===== src/rtl/mem_dump_ctrl.sv =====
// Walks an address range of a memory's combinational read port and streams (addr,data) records.
module mem_dump_ctrl #(
    parameter int AW = 8,
    parameter int DW = 8
) (
    input  logic          clk,
    input  logic          rst,
    input  logic          start,
    input  logic          abort,
    input  logic [AW-1:0] base_addr,
    input  logic [AW:0]   length,
    output logic [AW-1:0] mem_addr,
    output logic          mem_ren,
    input  logic [DW-1:0] mem_rdata,
    output logic          out_valid,
    input  logic          out_ready,
    output logic [AW-1:0] out_addr,
    output logic [DW-1:0] out_data,
    output logic          busy,
    output logic          done,
    output logic [AW:0]   sent_cnt
);

    localparam logic [1:0] IDLE  = 2'd0;
    localparam logic [1:0] FETCH = 2'd1;
    localparam logic [1:0] SEND  = 2'd2;
    localparam logic [1:0] DONE  = 2'd3;

    logic [1:0]    state;
    logic [AW-1:0] cur_addr;
    logic [AW:0]   remaining;

    // The read address is the walk pointer itself, so the memory sees a registered address.
    assign mem_addr = cur_addr;
    assign mem_ren  = (state == FETCH);
    assign busy     = (state == FETCH) || (state == SEND);
    assign done     = (state == DONE);

    always_ff @(posedge clk) begin
        if (rst) begin
            state     <= IDLE;
            cur_addr  <= '0;
            remaining <= '0;
            out_valid <= 1'b0;
            out_addr  <= '0;
            out_data  <= '0;
            sent_cnt  <= '0;
        end else begin
            case (state)
                IDLE: begin
                    if (start) begin
                        sent_cnt <= '0;
                        if (length != '0) begin
                            cur_addr  <= base_addr;
                            remaining <= length;
                            state     <= FETCH;
                        end else begin
                            state <= DONE;
                        end
                    end
                end
                FETCH: begin
                    if (abort) begin
                        state <= IDLE;
                    end else begin
                        out_data  <= mem_rdata;
                        out_addr  <= cur_addr;
                        out_valid <= 1'b1;
                        state     <= SEND;
                    end
                end
                SEND: begin
                    // Abort wins over a handshake in the same cycle; that record is not counted.
                    if (abort) begin
                        out_valid <= 1'b0;
                        state     <= IDLE;
                    end else if (out_ready) begin
                        out_valid <= 1'b0;
                        sent_cnt  <= sent_cnt + (AW+1)'(1);
                        if (remaining == (AW+1)'(1)) begin
                            state <= DONE;
                        end else begin
                            cur_addr  <= cur_addr + AW'(1);
                            remaining <= remaining - (AW+1)'(1);
                            state     <= FETCH;
                        end
                    end
                end
                DONE: begin
                    state <= IDLE;
                end
                default: begin
                    state <= IDLE;
                end
            endcase
        end
    end

endmodule


===== config.mk =====
export PLATFORM = sky130hd
export DESIGN_NAME = mem_dump_ctrl
export DESIGN_NICKNAME = d
export VERILOG_FILES = /design/src/rtl/mem_dump_ctrl.sv
export SDC_FILE = /design/constraint.sdc
export NUM_CORES = 1
export LEC_CHECK = 0
export BUFFER_PORTS_ARGS = -buffer_cell sky130_fd_sc_hd__buf_2
export CAP_MARGIN = 20
export CORE_UTILIZATION = 45
export CTS_BUF_LIST = sky130_fd_sc_hd__clkbuf_4 sky130_fd_sc_hd__clkbuf_8 sky130_fd_sc_hd__clkbuf_16
export DETAILED_ROUTE_END_ITERATION = 16
export PLACE_DENSITY_LB_ADDON = 0.05
export SETUP_SLACK_MARGIN = 0.15
export SLEW_MARGIN = 0
export SYNTH_ARGS = -nofsm -noshare
export SYNTH_HDL_FRONTEND = slang
export SYNTH_SLANG_ARGS = --single-unit

===== constraint.sdc =====
create_clock -name clk -period 5.24 [get_ports clk]
set_clock_uncertainty 0.05 [all_clocks]
set_input_delay 1.048 -clock clk [delete_from_list [all_inputs] [get_ports clk]]
set_output_delay 1.048 -clock clk [all_outputs]
set_load 0.01 [all_outputs]

==> impl_metrics.json <==
{
  "maxCapViolations": 0,
  "cts-hold-fix-buffers": 0,
  "final.setup.tns_ns": 0,
  "cts_sinks": 45,
  "wl_mm": 5.27,
  "vias_per_cell": 5.19,
  "power_density_mw_per_mm2": 456,
  "finalHoldViolCount": 0,
  "crit_chain": "buf_2 > nand2b_1 > a21o_1 > a211oi_2 > o21ai_0 > a32o_1",
  "cp.required_ns": 5.39,
  "track_usage_pct": 20.6,
  "clkSlewWorstSetupHoldPaths_ns": 0.09,
  "clockBufferDepth": 2,
  "nets": 386,
  "slew_violations": 0,
  "finalSetupViolCount": 0,
  "cp_max_fo": 16,
  "cts_buffers": 5,
  "wire_per_inst_um": 12.7,
  "async_flop_share_pct": 0,
  "pwr-share-seq_pct": 39.0,
  "ir_worst_vdd_mv": 0.227,
  "dp_hpwl_mm": 3.66,
  "slowest_stage": "a211oi_2",
  "core-area_mm2": 0.00479,
  "drcViolationCount": 0,
  "grt_max_degree": 39,
  "post_cts_buffers": 0,
  "tightest_slew_ns": 0.953,
  "max_freq_ghz": 0.367,
  "netlist_area_mm2": 0.00228,
  "path_class": "input pin to register",
  "cts_root_buf": "clkbuf_8",
  "fin_crit_ns": 2.73,
  "netlist-cell-type-count": 46,
  "end_kind": "register",
  "firstDrtPassIters": 4,
  "hold_class": "register to register",
  "dp_slack_ns": 2.18,
  "dpl-instance-area_mm2": 0.00264,
  "slowest_delay_ns": 0.76,
  "critPathBufInv": 1,
  "synth_seq_area_share_pct": 39.5,
  "overflow": 0,
  "netlist_instances": 287,
  "critical_path.startpoint_type": "input pin",
  "ctsResizeCount": 0,
  "globalplace.congestion": 0.747,
  "final_util_pct": 57.2,
  "vias": 2152,
  "nFillCells": 496,
  "finalWorstSetupSlack_ns": 2.51,
  "die_y_um": 73.2,
  "antennaDiodeCount": 0,
  "critPathArrivalTime_ns": 2.88,
  "fp.dieArea_mm2": 0.00536,
  "clkPwrFrac_pct": 18.0,
  "final_layout_size_suffix_gt1_share_pct": 23.9,
  "antenna_left": 0,
  "p_total_w": 0.00125,
  "dieWidth_um": 73.2,
  "syn_to_final_growth_pct": 19.9,
  "start_util_pct": 47.7,
  "rsz0062_at_grt": "false",
  "switching_share_pct": 42.0,
  "antenna_found_initial": 0,
  "synth-seq-cells": 45,
  "crit_family": "compound AO/OA/AOI/OAI gates",
  "p_leak_nw": 1.15,
  "ys_warn_count": 0,
  "power.internal_w": 0.000723,
  "synth.avg_cell_area_um2": 7.95,
  "ios": 67,
  "slew_headroom_pct": 36.3,
  "tritoncts": "yes",
  "clk_latency_ns": 0.30,
  "grt_pass1_wl_mm": 8.62,
  "synthFlopType": "dfxtp_1",
  "p_sw_w": 0.000523,
  "row_count": 25,
  "h-tree-depth": 2,
  "drt_iter0_drc": 117,
  "synth.net_count": 326,
  "port-buffer-count": 66,
  "finish.instance_area_mm2": 0.00274,
  "fin_crit_sh_pct": 52.0,
  "synth_edf_count": 0,
  "combPwrFrac_pct": 43.0,
  "status": "finished, final reports clean",
  "grt_pass1_vias": 1846
}
cells in the mapped netlist (all sizes together), types with 2 or more instances:
master	instances	area, µm²
nand3b	3	22.5
nor2	18	67.6
inv	6	22.5
nor3	7	35.0
o32ai	2	17.5
mux2	3	33.8
clkbuf	9	33.8
xor2	10	87.6
a21oi	40	200
ha	9	113
o21ai	13	65.1
o211ai	2	15.0
nand2b	5	31.3
dfxtp	45	901
buf	6	35.0
a211o	4	43.8
nand2	59	221
a211oi	6	50.1
nor3b	2	15.0
nand3	7	35.0
and3	3	18.8
mux2i	2	20.0
nor2b	4	25.0
nand4	5	31.3
final timing paths:
| kind | start | to | slack [ns] | cells after the start |
|---|---|---|---|---|
| setup / recovery | abort | remaining[2] | 2.51 | 6 |
| setup reg to reg | state[0] | remaining[2] | 2.61 | 7 |
| hold / removal | out_data[4] | out_data[4] | 0.41 | 2 |
| hold reg to reg | out_data[4] | out_data[4] | 0.41 | 2 |
cell usage in the layout, fill, tap and decap left out, types with 6 or more instances in the layout:
cell type / n
o21ai_0: 12
ha_1: 9
nand2_1: 59
a21oi_1: 40
nand3_1: 7
nor3_1: 7
dfxtp_1: 45
xor2_1: 10
buf_2: 66
inv_1: 6
nor2_1: 18
worst register-to-register path, cell delays in order, from the launching register on:
cell and delay [ns]:
dfxtp_1 0.35, inv_1 0.11, ha_1 0.34, mux2i_1 0.18, a21o_1 0.24, a211oi_2 0.76, o21ai_0 0.20, a32o_1 0.31
sequential cells by signal (all words and copies together) (netlist names):
name,flops
mem_addr,8
state,2
out_valid,1
out_data,8
sent_cnt,9
out_addr,8
remaining,9
through the flow:
stage	cells	hold WS [ns]
detailed placement	407	0.395
global placement	407	0.388
finish	415	0.405
CTS	415	0.409
global route	415	0.433
floorplan	287	0.395
power groups by stage:
stage	Clock [W]	Sequential (W)	Combinational [W]
floorplan	0	0.000493	0.000398
global placement	0	0.000493	0.000537
detailed placement	0	0.000494	0.000538
CTS	0.000233	0.000486	0.000539
global route	0.000248	0.000498	0.000607
finish	0.000224	0.000486	0.000536
area by class of cell:
class | instances | area [µm²] | share of cell area [%]
multi-input combinational | 220 | 1280 | 47.0
sequential | 45 | 901 | 32.9
timing repair buffer | 68 | 345 | 12.6
tap | 67 | 83.8 | 3.06
clock buffer | 5 | 68.8 | 2.52
inverter | 7 | 26.3 | 0.961
clock inverter | 3 | 25.0 | 0.915
per-layer routing:
| layer | vias to the layer above | track usage [%] | routed length [µm] |
|---|---|---|---|
| li1 | 1128 | - | - |
| met1 | 959 | 27.4 | 2530 |
| met2 | 58 | 33.6 | 2420 |
| met3 | 7 | 4.56 | 279 |
| met4 | 0 | 5.88 | 44 |
| met5 | - | 0 | 0 |
cells by family (layout without fill, tap and decap cells):
family,after synthesis,count (layout),share of synthesized area [%]
AO/OA/AOI/OAI,78,78,21.2
adder cells (fa/ha/maj),9,9,4.94
AND/OR/NAND/NOR,118,118,24.0
buffers and inverters,22,83,4.17
XOR/XNOR,10,10,3.84
flip-flops,45,45,39.5
multiplexers,5,5,2.36
No activity file was read; power rests on OpenSTA's default activity.
